===== src/rtl/cxu_l1_arbiter_pkg.sv =====
// Shared CXU types: response status and the arbiter's in-flight tag.
package cxu_l1_arbiter_pkg;

  typedef enum logic [1:0] {
    CXU_OK          = 2'd0,
    CXU_ERROR       = 2'd1,
    CXU_ERROR_STATE = 2'd2,
    CXU_ERROR_FUNC  = 2'd3
  } cxu_status_t;

  localparam int unsigned ARB_MAX_REQS = 16;
  localparam int unsigned ARB_IDX_W    = $clog2(ARB_MAX_REQS);

  typedef struct packed {
    logic                 valid;
    logic [ARB_IDX_W-1:0] idx;
    logic                 local_err;
  } arb_tag_t;

  // True when a w-bit field can encode n distinct values.
  function automatic bit width_fits(input int unsigned w, input int unsigned n);
    return 64'(n) <= (64'd1 << w);
  endfunction

endpackage


===== src/rtl/cxu_l1_arbiter_rr.sv =====
// Round-robin arbiter; the pointer remembers the last grant so the search
// starts just after it.
module cxu_l1_arbiter_rr
  import cxu_l1_arbiter_pkg::*;
#(
  parameter int unsigned N = 4
) (
  input  logic                 i_clk,
  input  logic                 i_rst,
  input  logic                 i_en,
  input  logic [N-1:0]         i_req,
  output logic [N-1:0]         o_grant,
  output logic [ARB_IDX_W-1:0] o_idx
);

  logic [ARB_IDX_W-1:0] r_ptr;
  logic [2*N-1:0]       w_dbl;
  logic [N-1:0]         w_rot;
  logic                 w_found;

  // Rotate requests so bit 0 is the requester right after the pointer.
  always_comb begin
    w_dbl   = {i_req, i_req};
    w_rot   = N'(w_dbl >> (32'(r_ptr) + 32'd1));
    w_found = 1'b0;
    o_idx   = '0;
    for (int unsigned j = 0; j < N; j++) begin
      if (i_en && !w_found && w_rot[j]) begin
        w_found = 1'b1;
        o_idx   = ARB_IDX_W'((32'(r_ptr) + 32'd1 + j) % N);
      end
    end
    o_grant = '0;
    for (int unsigned i = 0; i < N; i++) begin
      o_grant[i] = w_found && (32'(o_idx) == i);
    end
  end

  always_ff @(posedge i_clk or posedge i_rst) begin
    if (i_rst) begin
      r_ptr <= ARB_IDX_W'(N - 1);
    end else if (w_found) begin
      r_ptr <= o_idx;
    end
  end

endmodule


===== src/rtl/cxu_l1_arbiter.sv =====
// Shares one fixed-latency CXU among N_REQS requesters: round-robin grant,
// per-requester state remapping and a tag pipeline that routes each response.
module cxu_l1_arbiter
  import cxu_l1_arbiter_pkg::*;
#(
  parameter int unsigned N_REQS         = 4,
  parameter int unsigned N_STATES_PER   = 2,
  parameter int unsigned CXU_LATENCY    = 2,
  parameter int unsigned CXU_FUNC_ID_W  = 10,
  parameter int unsigned CXU_STATE_ID_W = 1,
  parameter int unsigned DS_STATE_ID_W  = 3,
  parameter int unsigned CXU_DATA_W     = 32
) (
  input  logic                               i_clk,
  input  logic                               i_rst,
  input  logic                               i_clk_en,
  input  logic [N_REQS-1:0]                  i_req_valid,
  output logic [N_REQS-1:0]                  o_req_ready,
  input  logic [N_REQS*CXU_FUNC_ID_W-1:0]    i_req_func,
  input  logic [N_REQS*CXU_STATE_ID_W-1:0]   i_req_state,
  input  logic [N_REQS*CXU_DATA_W-1:0]       i_req_data0,
  input  logic [N_REQS*CXU_DATA_W-1:0]       i_req_data1,
  output logic [N_REQS-1:0]                  o_resp_valid,
  output cxu_status_t                        o_resp_status,
  output logic [CXU_DATA_W-1:0]              o_resp_data,
  output logic                               o_ds_req_valid,
  output logic [CXU_FUNC_ID_W-1:0]           o_ds_req_func,
  output logic [DS_STATE_ID_W-1:0]           o_ds_req_state,
  output logic [CXU_DATA_W-1:0]              o_ds_req_data0,
  output logic [CXU_DATA_W-1:0]              o_ds_req_data1,
  input  logic                               i_ds_resp_valid,
  input  cxu_status_t                        i_ds_resp_status,
  input  logic [CXU_DATA_W-1:0]              i_ds_resp_data
);

  localparam int unsigned N_DS_STATES = N_REQS * N_STATES_PER;

  if (N_REQS < 2 || N_REQS > ARB_MAX_REQS) begin : g_chk_nreqs
    $error("cxu_l1_arbiter: N_REQS must be in 2..16");
  end
  if (!width_fits(DS_STATE_ID_W, N_DS_STATES)) begin : g_chk_ds_w
    $error("cxu_l1_arbiter: DS_STATE_ID_W too narrow");
  end
  if (!width_fits(CXU_STATE_ID_W, N_STATES_PER)) begin : g_chk_st_w
    $error("cxu_l1_arbiter: CXU_STATE_ID_W too narrow");
  end

  logic [N_REQS-1:0]         w_grant;
  logic [ARB_IDX_W-1:0]      w_gidx;
  logic                      w_any;
  logic                      w_local_err;
  logic [CXU_FUNC_ID_W-1:0]  w_func;
  logic [CXU_STATE_ID_W-1:0] w_state;
  logic [CXU_DATA_W-1:0]     w_d0;
  logic [CXU_DATA_W-1:0]     w_d1;
  arb_tag_t                  w_tag_in;
  arb_tag_t                  w_tag_out;
  logic                      w_ds_expect;

  // Grants are suppressed while clock-enable is low or reset is held.
  cxu_l1_arbiter_rr #(.N(N_REQS)) u_rr (
    .i_clk  (i_clk),
    .i_rst  (i_rst),
    .i_en   (i_clk_en & ~i_rst),
    .i_req  (i_req_valid),
    .o_grant(w_grant),
    .o_idx  (w_gidx)
  );

  assign o_req_ready = w_grant;
  assign w_any       = |w_grant;

  always_comb begin
    w_func  = '0;
    w_state = '0;
    w_d0    = '0;
    w_d1    = '0;
    for (int unsigned i = 0; i < N_REQS; i++) begin
      if (w_grant[i]) begin
        w_func  = i_req_func[i*CXU_FUNC_ID_W +: CXU_FUNC_ID_W];
        w_state = i_req_state[i*CXU_STATE_ID_W +: CXU_STATE_ID_W];
        w_d0    = i_req_data0[i*CXU_DATA_W +: CXU_DATA_W];
        w_d1    = i_req_data1[i*CXU_DATA_W +: CXU_DATA_W];
      end
    end
  end

  // Out-of-range private state IDs never reach the CXU; they answer locally.
  assign w_local_err    = w_any && (32'(w_state) >= N_STATES_PER);
  assign o_ds_req_valid = w_any && !w_local_err;
  assign o_ds_req_func  = w_func;
  assign o_ds_req_state = DS_STATE_ID_W'(32'(w_gidx) * N_STATES_PER + 32'(w_state));
  assign o_ds_req_data0 = w_d0;
  assign o_ds_req_data1 = w_d1;

  assign w_tag_in = '{valid: w_any, idx: w_gidx, local_err: w_local_err};

  if (CXU_LATENCY == 0) begin : g_lat0
    assign w_tag_out = w_tag_in;
  end else begin : g_pipe
    arb_tag_t r_tag [CXU_LATENCY];

    always_ff @(posedge i_clk or posedge i_rst) begin
      if (i_rst) begin
        for (int unsigned i = 0; i < CXU_LATENCY; i++) begin
          r_tag[i] <= '0;
        end
      end else if (i_clk_en) begin
        r_tag[0] <= w_tag_in;
        for (int unsigned i = 1; i < CXU_LATENCY; i++) begin
          r_tag[i] <= r_tag[i-1];
        end
      end
    end

    assign w_tag_out = r_tag[CXU_LATENCY-1];
  end

  always_comb begin
    o_resp_valid  = '0;
    o_resp_status = CXU_OK;
    o_resp_data   = '0;
    if (w_tag_out.valid) begin
      for (int unsigned i = 0; i < N_REQS; i++) begin
        if (32'(w_tag_out.idx) == i) begin
          o_resp_valid[i] = 1'b1;
        end
      end
      if (w_tag_out.local_err) begin
        o_resp_status = CXU_ERROR_STATE;
      end else begin
        o_resp_status = i_ds_resp_status;
        o_resp_data   = i_ds_resp_data;
      end
    end
  end

  // The downstream CXU must answer exactly when a forwarded request matures.
  assign w_ds_expect = w_tag_out.valid && !w_tag_out.local_err;

  a_ds_resp_sync : assert property (@(posedge i_clk) disable iff (i_rst || !i_clk_en)
    i_ds_resp_valid == w_ds_expect);

endmodule


===== config.mk =====
export PLATFORM = sky130hd
export DESIGN_NAME = cxu_l1_arbiter
export DESIGN_NICKNAME = d
export VERILOG_FILES = /design/src/rtl/cxu_l1_arbiter_pkg.sv /design/src/rtl/cxu_l1_arbiter_rr.sv /design/src/rtl/cxu_l1_arbiter.sv
export SDC_FILE = /design/constraint.sdc
export NUM_CORES = 1
export LEC_CHECK = 0
export BUFFER_PORTS_ARGS = -buffer_cell sky130_fd_sc_hd__buf_4
export CAP_MARGIN = 20
export CORE_AREA = 2 2 178 180
export CTS_BUF_LIST = sky130_fd_sc_hd__clkbuf_16
export CTS_CLUSTER_DIAMETER = 50
export DETAILED_ROUTE_END_ITERATION = 16
export DIE_AREA = 0 0 180 182
export SLEW_MARGIN = 5
export SYNTH_ARGS = -nofsm -noshare
export SYNTH_HDL_FRONTEND = slang
export SYNTH_HIERARCHICAL = 1
export SYNTH_SLANG_ARGS = --single-unit
export TNS_END_PERCENT = 10

===== constraint.sdc =====
create_clock -name i_clk -period 4.2 [get_ports i_clk]
set_input_delay 1.26 -clock i_clk [delete_from_list [all_inputs] [get_ports i_clk]]
set_output_delay 1.26 -clock i_clk [all_outputs]
set_load 0.02 [all_outputs]

==> results, run 1 <==
- The post-detailed-route count of antenna-violating nets is 0.
- The die outline area is 32800 um2.
- The sequential area share after synthesis is 11.5%.
- The detailed-route vias per instance is 4.17.
- The critical path buffer and inverter count is 5.
- For this run, the number of Yosys warnings is 6.
- The flow ran to the end, but the final reports show violations.
- In the synthesized netlist, the number of instances is 382.
- The number of H-tree levels is 1.
- For this run, the post-layout net count is 1199.
- During placement, the flow inserted port buffers numbering 460.
- After clock tree synthesis, the clock-pin slew on the worst setup and hold paths is 0.04 ns.
- The flip-flop and latch count after synthesis is 12.
- Setup violations remaining at the end of the flow were counted as 75.
- The utilization after layout is 26.5%.
- The worst endpoint data arrival time is 3.22 ns.
- The startpoint identified for the worst hold timing path is g_pipe.r_tag[9].
- Of all flip-flops after synthesis, the portion carrying an async set or reset was 100%.
- For this design the static power due to leakage is 3.58 nW.
- The floorplan step set the die height to 182 um.
- The total power is 2.79 mW.
- Setup slack on the critical path of the routed design comes to -0.284 ns.
- Setup repair after global routing could not meet its margin everywhere.
- The min-delay analysis places its worst path in the category flop to flop.
- The worst reg2reg path endpoint is g_pipe.r_tag[11].
- The overall die width is 180 um.
- The path with the worst hold slack has its endpoint at g_pipe.r_tag[3].
- The critical path class is input pin to output port.
- The post-route worst hold slack is 0.499 ns.
- The worst setup path is captured at an output port.
- The violation count after the first detailed-routing iteration is 181.
- The cell type with the highest occurrence count on the critical path is sky130_fd_sc_hd__buf_6.
- Of the cells placed in the final design, the portion with a size suffix greater than 1 is 79.1%.
- The later pin in the worst-skew pair is clocked with a latency of 0.23 ns.
- The number of antenna violations at the first check in global routing is 0.
- The number of pins exceeding their max-slew limit in the final report is 0.
- The growth of design area from synthesis to finish is 213%.
- The worst pin sits at a relative slew slack of 46.2%.
- The number of failing hold endpoints at the final stage came to 0.
- For the worst setup path, the data required time is 2.94 ns.
- 0 antenna diodes ended up in the layout.
- The kind of cell adding the most delay to the critical path is simple AND/OR/NAND/NOR gates.
- The transition time of the tightest slew-check pin is 0.807 ns.
- The routed design could run at a clock period as short as 4.48 ns.
- The number of enable flip-flop cells after synthesis is 0.
- For this configuration, the core starts out at a cell density of 8.48%.
- The worst voltage drop across the vdd grid is 127 uV.
- The first-pass detailed-route iteration total is 4.
- The first global-routing pass estimated 31600 um of wire.
- For this design the top-level I/O count stands at 462.
- The number of max-cap violations is 0.
- The worst path uses 107% of the clock period.
- Entering global routing, the biggest net connects 39 pins.
- The total CTS buffers is 3.
- Global routing consumed, over all layers together, 12.5% of the routing resources.
- STA classifies the critical path startpoint as an input pin.
- The reg2reg setup slack is 2.15 ns.
- The routed layout has 5242 vias.
- The critical path goes through buf_8 -> nor2b_4 -> and4bb_4 -> a211oi_4 -> nand2_2 -> nor3_4 -> buf_6 -> nor2_4 -> buf_12 -> buf_4 -> a21oi_2 -> buf_6.
- The cell at the slowest stage of the critical path is sky130_fd_sc_hd__nor3_4.
- The root buffer cell chosen for the clock tree is sky130_fd_sc_hd__clkbuf_16.
- The total standard cell area after synthesis is 2630 um2.
- The total congestion overflow after global routing is 0.
- Along the worst hold path, the cell count comes to 1.
- The largest buffer count on any clock path is 2.
- TritonCTS built the clock tree.
- The checks that failed: negative setup slack.
- The accumulated negative setup slack is -15.42 ns.
- Fill cells in the final layout number 3347.
- The total core area is 31000 um2.
- In this run the mean area of a mapped cell was 6.88 um2.
- The final worst clock skew is 0.00223 ns.
- The distinct cell type count after synthesis is 35.
- The worst register-to-register path has a depth of 8.
- In the synthesized netlist the dominant register cell turns out to be sky130_fd_sc_hd__dfrtp_1.
- At the end of routability-driven placement, the weighted congestion stood at 0.788.
- Based on the critical path, the design can be clocked at up to 223 MHz.
- The critical path starts at i_clk_en.
- In this design, the stage delay of the slowest critical-path cell is 0.28 ns.
- The initialized floorplan defines 65 standard-cell rows.
- Buffers inserted to repair hold after CTS numbered 0.
- Dividing the detail-routed wire length by the instance count gives 18.2 um.
- The ratio of total power to cell area is 339 nW/um2.
- In this run the critical register-to-register path is launched from u_rr/r_ptr[0].
- Summed over all layers, the routed wires come to 22900 um.
- The maximum fanout along the worst path is 8.
- In the routed design, unresolved DRC markers number 0.
- The via count of the first global-routing pass came to 5190.
- The total clock sinks is 12.
- The post-detailed-placement half-perimeter wirelength is 19100 um.
## how the worst max path moves through the flow
| stage | to | slack (ns) | cells past startpoint |
|---|---|---|---|
| 3_5_place_dp | o_ds_req_data1[31] | -0.46 | 11 |
| 3_3_place_gp | o_ds_req_data1[31] | -0.47 | 11 |
| 6_report | o_ds_req_data1[10] | -0.28 | 12 |
| 2_1_floorplan | o_ds_req_data1[10] | -0.21 | 11 |
| 4_1_cts | o_ds_req_data1[16] | -0.28 | 12 |
| 5_1_grt | o_ds_req_data1[25] | -0.36 | 12 |
## sequential cells by signal, indices dropped and copies added (netlist names)
register	cells
g_pipe.r_tag	10
u_rr/r_ptr	2
## layer usage
layer,GRT usage [%],vias to the layer above,share of wire [%]
li1,-,2470,-
met1,14.6,2422,38
met2,23.7,330,53
met3,2.09,20,7.3
met4,3.02,0,2.2
met5,0,-,0
## logic make-up after synthesis
family / count (synthesis) / synth area share [%]
AND/OR/NAND/NOR: 66 / 15.2
multiplexers: 11 / 5.10
flip-flops: 12 / 11.5
buffers and inverters: 55 / 10.7
AO/OA/AOI/OAI: 237 / 57.3
other: 1 / 0.143
## layout make-up
| class | count | area (um2) | share of cell area, % |
|---|---|---|---|
| well taps | 402 | 503 | 6.11 |
| inverters | 6 | 25.0 | 0.304 |
| clock buffers | 3 | 75.1 | 0.913 |
| multi-input cells | 316 | 3010 | 36.6 |
| repair buffers | 518 | 4310 | 52.4 |
| clock inverters | 1 | 3.75 | 0.0456 |
| flip-flops and latches | 12 | 303 | 3.68 |
## synthesized netlist by cell type (2+ instances only)
| library cell | instances | area (um2) |
|---|---|---|
| sky130_fd_sc_hd__o22ai_1 | 74 | 463 |
| sky130_fd_sc_hd__nand2b_1 | 2 | 12.5 |
| sky130_fd_sc_hd__mux2_2 | 9 | 101 |
| sky130_fd_sc_hd__nor3_1 | 2 | 10.0 |
| sky130_fd_sc_hd__o21ai_0 | 3 | 15.0 |
| sky130_fd_sc_hd__nor4_1 | 2 | 12.5 |
| sky130_fd_sc_hd__o21a_1 | 2 | 15.0 |
| sky130_fd_sc_hd__and2_1 | 34 | 213 |
| sky130_fd_sc_hd__o21ai_1 | 2 | 10.0 |
| sky130_fd_sc_hd__nand2_1 | 5 | 18.8 |
| sky130_fd_sc_hd__buf_2 | 26 | 130 |
| sky130_fd_sc_hd__nor2_1 | 8 | 30.0 |
| sky130_fd_sc_hd__dfstp_2 | 2 | 52.6 |
| sky130_fd_sc_hd__a22oi_1 | 74 | 556 |
| sky130_fd_sc_hd__nor3b_1 | 4 | 30.0 |
| sky130_fd_sc_hd__a31oi_1 | 2 | 12.5 |
| sky130_fd_sc_hd__clkbuf_1 | 12 | 45.0 |
| sky130_fd_sc_hd__a21oi_1 | 75 | 375 |
| sky130_fd_sc_hd__buf_4 | 11 | 82.6 |
| sky130_fd_sc_hd__nor2b_1 | 5 | 31.3 |
| sky130_fd_sc_hd__inv_1 | 5 | 18.8 |
| sky130_fd_sc_hd__dfrtp_1 | 10 | 250 |
## cells in the final DEF (no fill, tap or decap), drive strengths merged, types with 3 or more instances in the layout
cell,instances
buf,518
nor2b,6
a22oi,74
o21ai,5
nor3b,4
dfrtp,10
a21oi,75
and2,34
inv,6
clkbuf,3
nand2,5
mux2,9
nor2,8
o22ai,74
## through the flow
stage,instances,worst slack [ns],instance area [um2]
detailed placement,1245,-0.464,7420
finish,1258,-0.284,8230
global placement,1245,-0.471,7420
CTS,1256,-0.279,7880
floorplan,383,-0.207,3250
global route,1258,-0.361,8230
## timing repair
action	4_1_cts	5_1_grt
cloned	1	0
endpoints found under the hold margin	0	0
gates resized for setup	60	72
setup buffers	6	2
pin swaps	13	15
endpoints found under the setup margin	76	76
## power breakdown
group / internal [mW] / switching (mW) / leakage (nW)
registers: 0.147 / 0.0501 / 0.145
clock network: 0.125 / 0.0455 / 0.0385
logic: 1.20 / 1.22 / 3.39
total: 1.47 / 1.32 / 3.58
(Power assumes the default switching activity.)
==> inputs of run 2 (changes only) <==
Clock period 4.2 ns to 5.5 ns, I/O delays scaled along.
==> results, run 2 (synthesis results as in run 1) <==
- The run finished with clean final reports.
- The final routed DRC violation total is 0 (unchanged).
- The number of buffers inserted by post-CTS setup repair is 0 (-6).
- STA classifies the critical path endpoint as an output port.
- The cell type with the highest occurrence count on the critical path is sky130_fd_sc_hd__buf_4.
- The violation count after the first detailed-routing iteration is 256 (+41%).
- The slowest stage of the critical path belongs to the cell sky130_fd_sc_hd__nor3_4.
- The class of the most critical hold timing path is flop to flop.
- The maximum fanout along the worst path was 30 (+22).
- The final worst clock skew is 0.000856 ns (-0.00138 ns).
- The total number of nets in the final design came to 1165 (-2.8%).
- The via count of the first global-routing pass is 4923 (-5.1%).
- The worst endpoint data arrival time was 3.74 ns (+0.52 ns).
- The library cell used most frequently in the layout, excluding fill and tap cells, is sky130_fd_sc_hd__buf_4.
- The first-pass detailed-route iteration total is 4 (unchanged).
- The depth of the most critical reg-to-reg path is 8 (unchanged).
- The share of final-layout standard cells stronger than drive strength 1 was 63.3% (-16 points).
- The total power is 1.71 mW (-39%).
- The overall die width was 180 um (unchanged).
- The post-detailed-placement half-perimeter wirelength is 17900 um (-5.9%).
- The largest registers in the layout are g_pipe.r_tag: 10 flops, u_rr/r_ptr: 2 flops.
- The utilization after layout was 22.0% (-4.6 points).
- The smallest clock period supported by the final layout is computed as 5.39 ns.
- The signal on the critical path passes through buf_4 -> nor2b_2 -> and4bb_4 -> a211oi_2 -> nand2_2 -> nor3_4 -> buf_4 -> nor2_4 -> buf_4 -> a21oi_1 -> buf_4.
- The library cell used as clock root buffer is sky130_fd_sc_hd__clkbuf_16.
- The total CTS buffers is 3 (unchanged).
- The final setup violation count is 0 (-100%).
- The total core area came to 31000 um2 (unchanged).
- The largest buffer count on any clock path came to 2 (unchanged).
- The total clock sinks is 12 (unchanged).
- The ratio of total power to cell area was 251 nW/um2 (-26%).
- The clock latency on the worst-skew pair was 0.24 ns (about the same).
- The post-detailed-route count of antenna-violating nets is 0 (unchanged).
- The critical path data required time was 3.85 ns (+0.91 ns).
- The count of boundary I/O pins was 462 (unchanged).
- The global router's overall resource usage is 11.5% (-1.0 points).
- The average wire per cell in the routed design is 17.2 um (-5.4%).
- Setup repair after global routing left no endpoint under its margin.
- The number of port buffers is 460 (unchanged).
- The detailed-route vias per instance is 4.09 (-1.8%).
- The hold path depth was 1 (unchanged).
- The worst setup path is launched from an input pin.
- The number of flip-flops in the largest register was 10 (unchanged).
- The post-cts repair resize count is 0 (-100%).
- The global placement routability congestion is 0.752 (-4.5%).
- The top cell types in the final layout, fill and taps aside, are sky130_fd_sc_hd__buf_4 (474), sky130_fd_sc_hd__a22oi_1 (74), sky130_fd_sc_hd__o22ai_1 (74).
- The final critical path takes up 98.0% of the cycle.
- The longest individual stage delay on the worst path came to 0.27 ns (about the same).
- The number of antenna violations at the first check in global routing was 2 (+2).
- The number of H-tree levels came to 1 (unchanged).
- The depth of the critical timing path with buffers and inverters included is 11 (-1).
- The growth of design area from synthesis to finish is 159%.
- The achievable frequency is 186 MHz.
- The die outline area is 32800 um2 (unchanged).
- The overall routed net length is 21100 um (-7.8%).
- The row count came to 65 (unchanged).
- The worst slew margin relative to its limit is 38.7% (-7.5 points).
- The kind of cell with the highest combined delay along the critical path is simple AND/OR/NAND/NOR gates.
- The clock-pin slew on the worst setup and hold paths is 0.04 ns (about the same).
- The leakage power total is 3.23 nW (-9.8%).
- The count of hold buffers inserted by post-cts repair is 0 (unchanged).
- The transition time of the tightest slew-check pin was 0.919 ns (+0.113 ns).
- The number of failing hold endpoints at the final stage was 0 (unchanged).
- The initial cell density of the core is 8.48% (unchanged).
- The number of max-cap violations is 0 (unchanged).
- By startpoint and endpoint, the worst setup path is classified as input pin to output port.
- The die span in y is 182 um (unchanged).
- The register name with the most flops is g_pipe.r_tag.
- The critical path buffer and inverter count is 4 (-1).
- The maximum number of pins on one net before global-route repair was 48 (+23%).
- The worst voltage drop across the vdd grid came to 115 uV (-9.7%).
- The via count of the routed design is 5016 (-4.3%).
- The clock tree from TritonCTS is built.
- The first-pass GRT wire length is 29300 um (-7.2%).
- The total congestion overflow after global routing came to 0 (unchanged).
- The number of pins exceeding their max-slew limit in the final report is 0 (unchanged).
## run 2: changes by cell type in the layout (fill, tap and decap cells not counted), moves of 17 or more
cell	delta
sky130_fd_sc_hd__a21oi_1	+68
sky130_fd_sc_hd__a21oi_2	-30
sky130_fd_sc_hd__a21oi_4	-38
sky130_fd_sc_hd__a22oi_1	+17
sky130_fd_sc_hd__a22oi_2	-17
sky130_fd_sc_hd__buf_4	+29
sky130_fd_sc_hd__buf_6	-57
sky130_fd_sc_hd__o22ai_1	+28
sky130_fd_sc_hd__o22ai_2	-27
## run 2: worst register-to-register path, stage by stage (launching register included)
cell,delay (ns)
sky130_fd_sc_hd__dfstp_2,0.60
sky130_fd_sc_hd__and4bb_4,0.22
sky130_fd_sc_hd__a211oi_2,0.25
sky130_fd_sc_hd__nand2_2,0.14
sky130_fd_sc_hd__nor3_4,0.27
sky130_fd_sc_hd__buf_4,0.18
sky130_fd_sc_hd__nor2_4,0.05
sky130_fd_sc_hd__buf_4,0.24
sky130_fd_sc_hd__a31oi_1,0.23
## run 2: where the power goes
part           internal (mW)  switching (mW)  total (mW)
Combinational          0.662           0.763        1.42
Clock                 0.0955          0.0362       0.132
Sequential             0.112          0.0380       0.150
Total                  0.869           0.838        1.71
## run 2: stage by stage
stage / TNS [ns] / cell area [um2] / std cells / hold WS, ns / worst slack, ns
6_report: 0 / 6810 / 1226 / 0.500 / 0.109
5_1_grt: 0 / 6800 / 1225 / 0.519 / 0.00563
4_1_cts: 0 / 6790 / 1224 / 0.503 / 0.0522
3_5_place_dp: 0 / 6710 / 1220 / 0.493 / 0.0605
3_3_place_gp: 0 / 6710 / 1220 / 0.484 / 0.0392
2_1_floorplan: -1.98 / 2680 / 383 / 0.475 / -0.0450
## run 2: path summary, 6_finish.rpt
check,startpoint,endpoint,slack (ns)
max,i_clk_en,o_ds_req_data0[13],0.11
min,g_pipe.r_tag[10],g_pipe.r_tag[4],0.50
max reg2reg,u_rr/r_ptr[0],g_pipe.r_tag[11],3.26
min reg2reg,g_pipe.r_tag[10],g_pipe.r_tag[4],0.50
max in group asynchronous,i_rst,g_pipe.r_tag[5],3.82
min in group asynchronous,i_rst,g_pipe.r_tag[8],1.41
## run 2: metal layers
metal	track usage (%)	vias to the layer above	part of all wire [%]
li1	-	2401	-
met5	0	-	0
met2	20.8	337	51
met3	2.61	12	8.7
met4	2.15	0	1.0
met1	14.0	2266	39
## run 2: final cells by class
cell class | instances | area, um2
Antenna cell | 2 | 5.00
Clock buffer | 3 | 75.1
Clock inverter | 1 | 3.75
Fill cell | 3422 | 24200
Inverter | 6 | 22.5
Multi-Input combinational cell | 316 | 2130
Sequential cell | 12 | 303
Tap cell | 402 | 503
Timing Repair Buffer | 484 | 3760
==> inputs of run 3 (changes only) <==
Settings changed: ABC_AREA from default to 1, ABC_CLOCK_PERIOD_IN_PS from default to 5500, CORE_AREA 2 2 178 180 to 2 2 181 183, DIE_AREA 0 0 180 182 to 0 0 183 185, SETUP_SLACK_MARGIN from default to 0.1.
==> results, run 3 <==
- The detailed-route vias per instance is 4.11 (+0.55%).
- The total congestion overflow after global routing came to 0 (unchanged).
- The global router's overall resource usage is 12.4% (+0.85 points).
- Setup repair after global routing could not meet its margin everywhere.
- In the final layout, the registers with the most flip-flops are g_pipe.r_tag: 10 flops, u_rr/r_ptr: 2 flops.
- The maximum fanout along the worst path came to 10 (-67%).
- The proportion of synthesized flip-flops having asynchronous set or reset is 100% (unchanged).
- The number of antenna violations at the first check in global routing is 0 (-2).
- The library cell used as clock root buffer is sky130_fd_sc_hd__clkbuf_16.
- The largest total area in the synthesized netlist belongs to sky130_fd_sc_hd__nand2_1.
- The switching share of total power is 56.7% (+7.6 points).
- The synthesized instance count is 871 (+130%).
- The initial cell density of the core is 14.8% (+6.3 points).
- The total core area is 32000 um2 (+3.4%).
- The critical path data required time was 3.85 ns (about the same).
- The most numerous cell in the Yosys netlist is sky130_fd_sc_hd__nand2_1.
- The total number of nets in the final design came to 1668 (+43%).
- The critical path class is input pin to output port.
- The longest individual stage delay on the worst path is 0.18 ns (-0.09 ns).
- The largest buffer count on any clock path is 2 (unchanged).
- The depth of the most critical reg-to-reg path is 14 (+6).
- The worst voltage drop across the vdd grid came to 398 uV (+250%).
- The number of failing hold endpoints at the final stage is 0 (unchanged).
- The achievable frequency came to 187 MHz (+0.68%).
- The first-pass GRT wire length is 33700 um (+15%).
- The switching power was 3.21 mW (+280%).
- The worst endpoint data arrival time is 3.70 ns (-0.04 ns).
- The violation count after the first detailed-routing iteration came to 247 (-3.5%).
- The count of boundary I/O pins is 462 (unchanged).
- The final clock period utilization by the worst path was 97.3% (-0.66 points).
- The part of the total power dissipated in sequential elements is 3.0% (-5.8 points).
- For this run, the leading register cell type out of synthesis is sky130_fd_sc_hd__dfrtp_1.
- The first-pass detailed-route iteration total is 5 (+1).
- The post-synthesis area per instance is 5.43 um2 (-21%).
- By count the netlist is led by sky130_fd_sc_hd__nand2_1 (378), sky130_fd_sc_hd__inv_1 (123), sky130_fd_sc_hd__a21oi_1 (81).
- The maximum number of pins on one net before global-route repair came to 62 (+29%).
- The number of H-tree levels is 1 (unchanged).
- The power share of the clock group was 2.3% (-5.4 points).
- The source of the critical timing path is i_req_valid[3].
- The total clock sinks is 12 (unchanged).
- The critical path endpoint is o_ds_req_data1[10].
- The average wire per cell in the routed design was 14.9 um (-13%).
- The accumulated negative setup slack is 0 ns (unchanged).
- The flow ran to the end, and the final reports show no timing, DRC or antenna violations.
- The library cell used most frequently in the layout, excluding fill and tap cells, is sky130_fd_sc_hd__buf_4.
- Traced cell by cell, the critical path runs through buf_4 -> nand2_1 -> nand3_2 -> nand2_4 -> inv_2 -> o21ai_4 -> nand4_1 -> nand2_4 -> nor2_4 -> buf_12 -> buf_16 -> buf_4 -> a21oi_1 -> nand2_1 -> nand2_1 -> nand2_1 -> buf_4.
- The via count of the first global-routing pass is 6665 (+35%).
- The die outline area is 33900 um2 (+3.3%).
- The clock-pin slew on the worst setup and hold paths is 0.04 ns (about the same).
- The combinational fraction of design power is 94.7% (+11 points).
- The number of pins exceeding their max-slew limit in the final report is 0 (unchanged).
- The startpoint identified for the worst register-to-register timing path is u_rr/r_ptr[0].
- The number of antenna cells inserted is 0 (-2).
- The most numerous cell type found on the critical path is sky130_fd_sc_hd__nand2_1.
- The total CTS buffers is 3 (unchanged).
- STA classifies the critical path endpoint as an output port.
- The leakage power total is 5.31 nW (+64%).
- The die span in y was 185 um (+1.6%).
- Leaving out fill and tap cells, the most frequent cells in the layout are sky130_fd_sc_hd__buf_4 (492), sky130_fd_sc_hd__nand2_1 (372), sky130_fd_sc_hd__inv_1 (121).
- The worst reg2reg path endpoint is g_pipe.r_tag[11].
- The post-detailed-placement half-perimeter wirelength is 18500 um (+3.2%).
- The overall routed net length is 25800 um (+22%).
- The number of enable flip-flop cells after synthesis is 0 (unchanged).
- The via count of the routed design is 7129 (+42%).
- TritonCTS built the clock tree.
- The row count is 66 (+1.5%).
- The total standard cell area after synthesis is 4730 um2 (+80%).
- The internal power was 2.45 mW (+180%).
- Sorting the synthesized cells by area gives the leading types as sky130_fd_sc_hd__nand2_1 (30%), sky130_fd_sc_hd__a21oi_2 (13%), sky130_fd_sc_hd__inv_1 (9.8%).
- The distinct cell type count after synthesis came to 29 (-17%).
- The number of flip-flops in the largest register is 10 (unchanged).
- The worst hold path belongs to the class flop to flop.
- The reg2reg setup slack is 2.94 ns (-0.32 ns).
- The share of final-layout standard cells stronger than drive strength 1 is 51.0% (-12 points).
- The overall die width is 183 um (+1.7%).
- The total power was 5.67 mW (+230%).
- The final routed DRC violation total is 0 (unchanged).
- The largest individual stage delay along the critical path comes from the cell sky130_fd_sc_hd__o21ai_4.
- The count of hold buffers inserted by post-cts repair is 0 (unchanged).
- The final setup violation count is 0 (unchanged).
- The register with the most flip-flops in the final layout is g_pipe.r_tag.
- The sequential area share after synthesis was 6.41% (-5.1 points).
- The startpoint identified for the worst hold timing path is g_pipe.r_tag[7].
- The flip-flop and latch count after synthesis was 12 (unchanged).
- The final worst clock skew is 0.000952 ns (+0.0000959 ns).
- The growth of design area from synthesis to finish is 93.8%.
- The launching element type of the critical path is an input pin.
- The ratio of total power to cell area came to 619 nW/um2 (+150%).
- The clock latency on the worst-skew pair is 0.24 ns (about the same).
- The final critical-path required period is 5.35 ns (-0.0364 ns).
- The area share of the largest cell type after synthesis is 30.0% (+8.9 points).
- The post-detailed-route count of antenna-violating nets was 0 (unchanged).
- The number of max-cap violations is 0 (unchanged).
- The global placement routability congestion is 0.812 (+7.9%).
- The number of port buffers was 460 (unchanged).
- The synthesis warning total came to 6 (unchanged).
## run 3: logic make-up (layout without fill, tap and decap cells)
| kind of cell | Yosys count | count (layout) | share of synthesized area [%] |
|---|---|---|---|
| simple gates | 505 | 505 | 48.5 |
| other cells | 1 | 2 | 0.0793 |
| xor+xnor | 1 | 1 | 0.185 |
| buf+inv | 197 | 650 | 22.6 |
| flops | 12 | 12 | 6.41 |
| compound gates | 155 | 155 | 22.2 |
## run 3: worst min-delay path by stage
stage,to,slack (ns),cells past startpoint
floorplan,g_pipe.r_tag[10],0.44,2
global placement,g_pipe.r_tag[4],0.46,2
detailed placement,g_pipe.r_tag[7],0.46,2
CTS,g_pipe.r_tag[7],0.47,2
global route,g_pipe.r_tag[9],0.48,2
finish,g_pipe.r_tag[7],0.47,2
## run 3: cell type report
class	instances	area, um2
fill	3561	22900
clock buffer	3	75.1
timing repair buffer	519	4300
inverter	127	492
sequential	12	303
clock inverter	1	3.75
multi-input combinational	663	3470
tap	408	510
## run 3: timing repair
item / 4_1_cts / 5_1_grt
setup endpoints to repair: 2 / 76
gates resized for setup: 1 / 32
pin swaps: 1 / 10
buffers inserted: 2 / 18
cloned: 1 / 9
## run 3: power by group through the flow
stage               registers (mW)  logic (mW)  clock network [mW]
finish                       0.169        5.37               0.131
global route                 0.175        5.80               0.141
CTS                          0.186        4.89               0.134
detailed placement           0.186        4.75                   0
global placement             0.184        4.73                   0
floorplan                    0.136        3.12                   0
## run 3: critical path: cells and delay by family
family / cells / cell delay (ns)
compound gates: 2 / 0.35
buf+inv: 6 / 0.80
simple gates: 9 / 0.91
## run 3: layer usage
metal	part of all wire (%)	wire length, um	track usage [%]	vias up
li1	-	-	-	3602
met1	39	10000	14.1	3145
met2	51	13200	23.9	348
met3	7.2	1850	1.75	34
met4	2.7	701	3.58	0
met5	0	0	0	-
## run 3: per-stage QoR
step | hold WS, ns | setup WS [ns] | utilization (%) | cell area, um2 | std cells
after detailed placement | 0.460 | 0.0656 | 26.6 | 8510 | 1699
after global routing | 0.482 | 0.0157 | 28.6 | 9160 | 1733
final | 0.469 | 0.146 | 28.6 | 9160 | 1733
after floorplan | 0.442 | 0.201 | - | 4730 | 872
after CTS | 0.471 | 0.0727 | 27.1 | 8670 | 1706
after global placement | 0.456 | 0.0829 | 26.6 | 8510 | 1699
